## config.mk

```make
export PLATFORM = sky130hd
export DESIGN_NAME = uart_tx_flat
export DESIGN_NICKNAME = d
export VERILOG_FILES = /design/src/rtl/uart_pkg.sv /design/src/rtl/uart_tx_if.sv /design/src/rtl/uart_baud_cnt.sv /design/src/rtl/uart_tx.sv /design/src/flat_wrapper.sv
export SDC_FILE = /design/constraint.sdc
export NUM_CORES = 1
export LEC_CHECK = 0
export ABC_AREA = 0
export BUFFER_PORTS_ARGS = -buffer_cell sky130_fd_sc_hd__buf_2
export CAP_MARGIN = 15
export CORE_MARGIN = 1.5
export CORE_UTILIZATION = 50
export DETAILED_ROUTE_END_ITERATION = 16
export PLACE_DENSITY = 0.69
export SLEW_MARGIN = 15
export SYNTH_ARGS = -nofsm -noshare
export SYNTH_HDL_FRONTEND = slang
export SYNTH_SLANG_ARGS = --single-unit
```

## constraint.sdc

```tcl
create_clock -name clk -period 4.9 [get_ports clk]
set_clock_uncertainty 0.15 [all_clocks]
set_input_delay 0.98 -clock clk [delete_from_list [all_inputs] [get_ports clk]]
set_output_delay 0.98 -clock clk [all_outputs]
set_load 0.005 [all_outputs]
```

## src/rtl/uart_pkg.sv

```systemverilog
// Shared UART definitions: FSM state type and frame geometry.
// Kept separate so the receiver can reuse the same encodings.
package uart_pkg;

   typedef enum logic {
      IDLE     = 1'b0,
      TRANSMIT = 1'b1
   } uart_state_e;

   // start + 8 data + stop
   localparam int FRAME_BITS = 10;

endpackage

```

## src/rtl/uart_tx_if.sv

```systemverilog
// Transmit-side handshake bundle: request/data from the client, line and status back.
interface uart_tx_if;

   logic       trmt;
   logic [7:0] tx_data;
   logic       TX;
   logic       tx_done;
   logic       busy;

   modport master (
      output trmt, tx_data,
      input  TX, tx_done, busy
   );

   modport slave (
      input  trmt, tx_data,
      output TX, tx_done, busy
   );

endinterface

```

## src/rtl/uart_baud_cnt.sv

```systemverilog
// Bit-period timer: counts 0..BAUD_DIV-1 while enabled and flags the terminal
// count so the owner can advance one bit. Shared by transmit and receive paths.
module uart_baud_cnt #(
   parameter int BAUD_DIV = 2604
) (
   input  logic clk,
   input  logic rst_n,
   input  logic clr,
   input  logic en,
   output logic shift
);

   localparam int CNT_W = (BAUD_DIV > 1) ? $clog2(BAUD_DIV) : 1;
   localparam logic [CNT_W-1:0] LAST = CNT_W'(BAUD_DIV - 1);

   logic [CNT_W-1:0] cnt;

   // Terminal count is only meaningful while the timer is running.
   assign shift = en && (cnt == LAST);

   // Count up while enabled, wrap at terminal count; clr takes priority.
   always_ff @(posedge clk or negedge rst_n) begin
      if (!rst_n)
         cnt <= '0;
      else if (clr)
         cnt <= '0;
      else if (en)
         cnt <= (cnt == LAST) ? '0 : cnt + 1'b1;
   end

endmodule

```

## src/rtl/uart_tx.sv

```systemverilog
// UART transmitter, 8N1. A start request loads a 10-bit frame into a shift
// register whose bit 0 drives the line; every output comes straight off a flop.
module uart_tx
   import uart_pkg::*;
#(
   parameter int BAUD_DIV = 2604
) (
   input  logic      clk,
   input  logic      rst_n,
   uart_tx_if.slave  bus
);

   localparam logic [3:0] LAST_BIT = 4'(FRAME_BITS - 1);

   uart_state_e             state_q, state_d;
   logic [FRAME_BITS-1:0]   shreg_q, shreg_d;
   logic [3:0]              bit_cnt_q, bit_cnt_d;
   logic                    done_q, done_d;
   logic                    baud_clr, baud_en, shift;

   // Timer is held at zero in IDLE so the first bit gets a full period.
   assign baud_en = (state_q == TRANSMIT);

   uart_baud_cnt #(.BAUD_DIV(BAUD_DIV)) u_baud (
      .clk   (clk),
      .rst_n (rst_n),
      .clr   (baud_clr),
      .en    (baud_en),
      .shift (shift)
   );

   // State and datapath registers; reset leaves the line idling high.
   always_ff @(posedge clk or negedge rst_n) begin
      if (!rst_n) begin
         state_q   <= IDLE;
         shreg_q   <= '1;
         bit_cnt_q <= '0;
         done_q    <= 1'b0;
      end else begin
         state_q   <= state_d;
         shreg_q   <= shreg_d;
         bit_cnt_q <= bit_cnt_d;
         done_q    <= done_d;
      end
   end

   // Next-state: accept trmt only in IDLE; shift out on each baud terminal
   // count and return to IDLE when the stop bit has been fully sent.
   always_comb begin
      state_d   = state_q;
      shreg_d   = shreg_q;
      bit_cnt_d = bit_cnt_q;
      done_d    = done_q;
      baud_clr  = 1'b0;
      case (state_q)
         IDLE: begin
            baud_clr = 1'b1;
            if (bus.trmt) begin
               state_d   = TRANSMIT;
               shreg_d   = {1'b1, bus.tx_data, 1'b0};
               bit_cnt_d = '0;
               done_d    = 1'b0;
            end
         end
         TRANSMIT: begin
            if (shift) begin
               shreg_d   = {1'b1, shreg_q[FRAME_BITS-1:1]};
               bit_cnt_d = bit_cnt_q + 1'b1;
               if (bit_cnt_q == LAST_BIT) begin
                  state_d = IDLE;
                  done_d  = 1'b1;
               end
            end
         end
         default: state_d = IDLE;
      endcase
   end

   assign bus.TX      = shreg_q[0];
   assign bus.tx_done = done_q;
   assign bus.busy    = (state_q == TRANSMIT);

endmodule
```

## src/flat_wrapper.sv

```systemverilog
// flat-port wrapper written by rule: the top's interface ports become plain ports
module uart_tx_flat import uart_pkg::*;
#(
   parameter int BAUD_DIV = 2604
)
  (clk, rst_n, bus_trmt, bus_tx_data, bus_TX, bus_tx_done, bus_busy);
  uart_tx_if bus_i ();
  input  logic clk;
  input  logic rst_n;
  input wire logic [$bits(bus_i.trmt)-1:0] bus_trmt;
  input wire logic [$bits(bus_i.tx_data)-1:0] bus_tx_data;
  output wire logic [$bits(bus_i.TX)-1:0] bus_TX;
  output wire logic [$bits(bus_i.tx_done)-1:0] bus_tx_done;
  output wire logic [$bits(bus_i.busy)-1:0] bus_busy;
  assign bus_i.trmt = bus_trmt;
  assign bus_i.tx_data = bus_tx_data;
  assign bus_TX = bus_i.TX;
  assign bus_tx_done = bus_i.tx_done;
  assign bus_busy = bus_i.busy;
  uart_tx #(.BAUD_DIV(BAUD_DIV)) u_core (.clk(clk), .rst_n(rst_n), .bus(bus_i));
endmodule
```

; Word level (Yosys, flattened, before mapping)
; Cells that the tools add are included.
[word_totals]
output_inout_bits = 3
input_bits = 11
reg_bits = 28
wordCells = 32
[op_classes]
reduce_logical = 3
addsub = 2
n_bitwise = 1
n_mux = 16
n_eq_ne = 5
[ops]
columns = operator, count
row1 = 2-to-1 mux 12 bit, 2
row2 = 2-to-1 mux 10 bit, 2
row3 = one-hot mux 10 bit (2 select lines), 1
row4 = "adder 12 x 1 -> 12 bit, second input constant", 1
row5 = "equality test 12 bit, second input constant", 1
row6 = 2-to-1 mux 4 bit, 2
row7 = one-hot mux 4 bit (2 select lines), 1
row8 = 2-to-1 mux 1 bit, 6
row9 = "inequality test 2 bit, second input constant", 3
row10 = "adder 4 x 1 -> 4 bit, second input constant", 1
row11 = "equality test 4 bit, second input constant", 1
row12 = one-hot mux 1 bit (2 select lines), 2
row13 = AND reduction 3 bit, 1
row14 = AND reduction 2 bit, 1
row15 = logical AND 1 bit, 1
row16 = NOT 1 bit, 1

; Depth between registers and ports, before layout
[depth]
depth_word = 4
depth_mapped = 5
ltp_nobuf = 5

; Cells and area by module
; From an unflattened synthesis, not the netlist that was laid out.
[hier_totals]
hier_cells = 151
area_unflattened_um2 = 1521.5
[by_module_without_submodules]
columns = mod, cells_each, instances, area_each_um2, seq_area_each_um2
row1 = uart_tx, 79, 1, 830.8, 386.6
row2 = uart_baud_cnt, 72, 1, 690.7, 300.3

; Worst setup path before layout
; OpenSTA, ideal clock, no wires.
[synth_path]
path_type = register to register
from = register u_core.u_baud.cnt[2]
to = register u_core.shreg_q[1]
path_stages_with_launch = 6
t_required_ns = 4.669
period_less_slack_ns = 2.054
slack_ns = 2.846
arrival_ns = 1.824
setup_time_ns = 0.081
n_path_buf = 2
cell_sequence = dfrtp_1 or4b_4 buf_6 or3_4 buf_6 o221a_1
[synth_via]
elab_chain_cells = 4
[synth_lines]
columns = item, line_no
row1 = "start, declared", uart_baud_cnt.sv:16  ; logic [CNT_W-1:0] cnt;
row2 = "start signal, assigned", uart_baud_cnt.sv:28  ; cnt <= (cnt == LAST) ? '0 : cnt + 1'b1;
row3 = equality test 12 bit, uart_baud_cnt.sv:19  ; assign shift = en && (cnt == LAST);
row4 = logical AND 1 bit, uart_baud_cnt.sv:19
row5 = inequality test 2 bit (no line), -
row6 = AND reduction 2 bit (no line), -
row7 = "end signal, assigned", uart_tx.sv:41  ; shreg_q <= shreg_d;
row8 = "end, declared", uart_tx.sv:16  ; logic [FRAME_BITS-1:0] shreg_q, shreg_d;
; Every way passes these cells.
; A chain may end at the register's enable or synchronous reset.

; Final worst setup path
[layout_path]
from = register u_core.state_q (netlist: u_core.bus.busy)
to = output bus_busy
[layout_lines]
columns = item, line_no
row1 = "start, declared", uart_tx.sv:15  ; uart_state_e state_q, state_d;
row2 = "start signal, assigned", uart_tx.sv:40  ; state_q <= state_d;
row3 = "end, declared", flat_wrapper.sv:14  ; output wire logic [$bits(bus_i.busy)-1:0] bus_busy;
; No word-level cell between the ends.

==> impl_metrics.ini <==
[grt]
grt.met1_usage_pct = 25.3
antenna_found_initial = 0
grt_remaining_overflow = 0
grt_pass1_vias = 997
grt.busiest_layer = met2
met2_usage_pct = 27.9
grtUsageTotal_pct = 17.7
grt_first_pass_wirelength_um = 4470
grt_start_max_net_pins = 28
met3_usage_pct = 2.33

[yosys]
synth-edff-count = 0
synth_area_leaders = dfrtp_1, dfstp_2, nand2b_1
synth_warnings = 0
syn-cell-area_um2 = 1400
synth.avg_cell_area_um2 = 10.9
synth_nets = 142
yosys.area.top_type = dfrtp_1
synth_top_flop_cell = dfrtp_1
ys_types = 36
async_reset_ff_share_pct = 100
synth.top_cell.area_share_pct = 32.3
seq_area_frac_synth_pct = 49.2
synthCells = 128
synth_seq_cells = 27

[placement]
hpwl_um = 1790
dp_cells = 166
port_buffers = 13
gp_congestion = 0.756

[clock_network]
cts_tree = yes
clock-root-buffer = clkbuf_4
cts_resized = 0
cts.reportedPaths.clkPinSlew_ns = 0.14
cts_buffers = 3
hold_buffers = 0
htree_levels = 1
cts_buffer_depth = 2
worst_skew_pair.late_latency_ns = 0.32
clkSinkCount = 27
postCtsSetupRepairBufs = 0

[worst_hold_path]
hold_path.class = flop to flop
whs_path_depth = 2

[drt]
antenna_left = 0
wl_um = 2610
drc = 0
vias = 1048
post_drt_wl_per_cell_um = 15.4
first_pass_iters = 4
via_per_inst = 6.16
drt_iter0_markers = 49

[final_layout]
most-common-layout-cells = dfrtp_1, buf_2, nand2_1, nand2b_1, dfstp_2
area_growth_pct = 6.91
mostFrequentLayoutCell = dfrtp_1
nets = 155
n_antenna_cell = 0
drive_above_1_share_pct = 25.0
layout.cells.non_filler = 170

[power_and_ir_drop]
p_comb_share_pct = 2.9
power_frac_clock_pct = 28.9
sw_frac_of_total_pct = 21.3
peakVddDrop_mv = 0.157
power_density_nw_per_um2 = 220
finalPower_mw = 0.329
p_int_mw = 0.258
leakage_nw = 0.603
p_switching_mw = 0.0701
sequentialPowerShare_pct = 68.3

[timing]
rsz0062_at_grt = false
setup_viol = 0
slew_viol_final = 0
holdWs_ns = 0.341
worstMarginPinSlew_ns = 0.736
post-route-min-period_ns = 2.24
fmax_mhz = 447
relSlewSlack_pct = 50.7
fin_crit_sh_pct = 45.7
hold_viol = 0
fin_setup_tns_ns = 0

[critical_path]
crit_type = flop to output port
rrSetupSlack_ns = 2.68
crit_arrival_ns = 1.11
r2r-start = u_core.u_baud.cnt[2]
path_delay_family = flip-flops
cp.depth = 1
worstSetupEndpointType = output port
cp_slowest_cell = dfrtp_1
cp-start-kind = flop
critPathCapture = bus_busy
cp_max_fo = 14
critPathLaunch = u_core.bus.busy
rr_endpoint = u_core.shreg_q[4]
rr_worst_depth = 3
path_cells = buf_2
critPathRequiredTime_ns = 3.77
crit_buf_inv = 1
cpPeakStageDelay_ns = 0.60

[die]
rows = 18
die_w_um = 55.8
die_y_um = 55.8
start_util_pct = 54.3
core_um2 = 2570
io_pins = 14
dieArea_um2 = 3120

[flow_run]
drv_cap = 0

[status]
outcome = complete, no violations
## power groups by stage
stage / Clock, mW / Sequential, mW / Combinational (mW)
6_report: 0.0948 / 0.224 / 0.00952
5_1_grt: 0.106 / 0.224 / 0.0109
4_1_cts: 0.101 / 0.224 / 0.00984
3_5_place_dp: 0 / 0.228 / 0.00980
3_3_place_gp: 0 / 0.228 / 0.00943
2_1_floorplan: 0 / 0.228 / 0.00136
## how the worst min path moves through the flow
| stage | startpoint | endpoint |
|---|---|---|
| CTS | u_core.shreg_q[1] | u_core.shreg_q[0] |
| floorplan | u_core.shreg_q[1] | u_core.shreg_q[0] |
| global placement | u_core.shreg_q[0] | u_core.shreg_q[0] |
| detailed placement | u_core.shreg_q[1] | u_core.shreg_q[0] |
| finish | u_core.shreg_q[1] | u_core.shreg_q[0] |
| global route | u_core.shreg_q[0] | u_core.shreg_q[0] |
## per-stage QoR
step | area (um^2) | util (%) | setup slack [ns]
detailed placement | 1460 | 57.0 | 2.73
floorplan | 1400 | - | 2.85
global route | 1490 | 58.1 | 2.55
CTS | 1490 | 58.1 | 2.65
finish | 1490 | 58.1 | 2.66
global placement | 1460 | 57.0 | 2.80
## Yosys cell counts, types with 3 or more instances
| library cell | count |
|---|---|
| dfrtp_1 | 18 |
| nand2_1 | 10 |
| nand2b_1 | 10 |
| dfstp_2 | 9 |
| nor2_1 | 7 |
| a21oi_1 | 6 |
| inv_1 | 5 |
| mux2i_1 | 5 |
| nand3_1 | 5 |
| o221a_1 | 4 |
| clkbuf_1 | 3 |
| ha_1 | 3 |
| o21ai_0 | 3 |
| o221a_2 | 3 |
| o311ai_0 | 3 |
| o31ai_1 | 3 |
| or4_1 | 3 |
## per-layer routing
layer / vias up / share of wire (%)
li1: 506 / -
met1: 523 / 51
met2: 17 / 45
met3: 2 / 4.0
met4: 0 / 0.57
met5: - / 0
## registers in the layout, summed over array words and instances (netlist names)
name,flops
u_core.bit_cnt_q,4
u_core.shreg_q,9
u_core.bus.tx_done,1
u_core.bus.busy,1
u_core.u_baud.cnt,12
## kinds of logic (layout without fill, tap and decap cells)
logic type               after synthesis  after routing  synth area share [%]
AO/OA/AOI/OAI                         27             27                  15.9
AND/OR/NAND/NOR                       53             53                  23.0
XOR/XNOR                               3              3                  1.88
adder cells (fa/ha/maj)                3              3                  2.69
flip-flops                            27             27                  49.2
buffers and inverters                 10             22                  3.77
multiplexers                           5              5                  3.59
## tightest hold or removal path, delay by kind of cell (launching register included)
kind / cells / cell delay (ns)
flip-flops: 1 / 0.40
buffers and inverters: 1 / 0.05
multiplexers: 1 / 0.06
## area by class of cell
type	instances	area, um^2
Fill cell	240	1080
Sequential cell	27	687
Multi-Input combinational cell	91	656
Timing Repair Buffer	13	65.1
Tap cell	30	37.5
Clock buffer	3	22.5
Inverter	5	18.8
Clock inverter	1	5.00
Note: power is estimated with default switching activity, not from simulation.
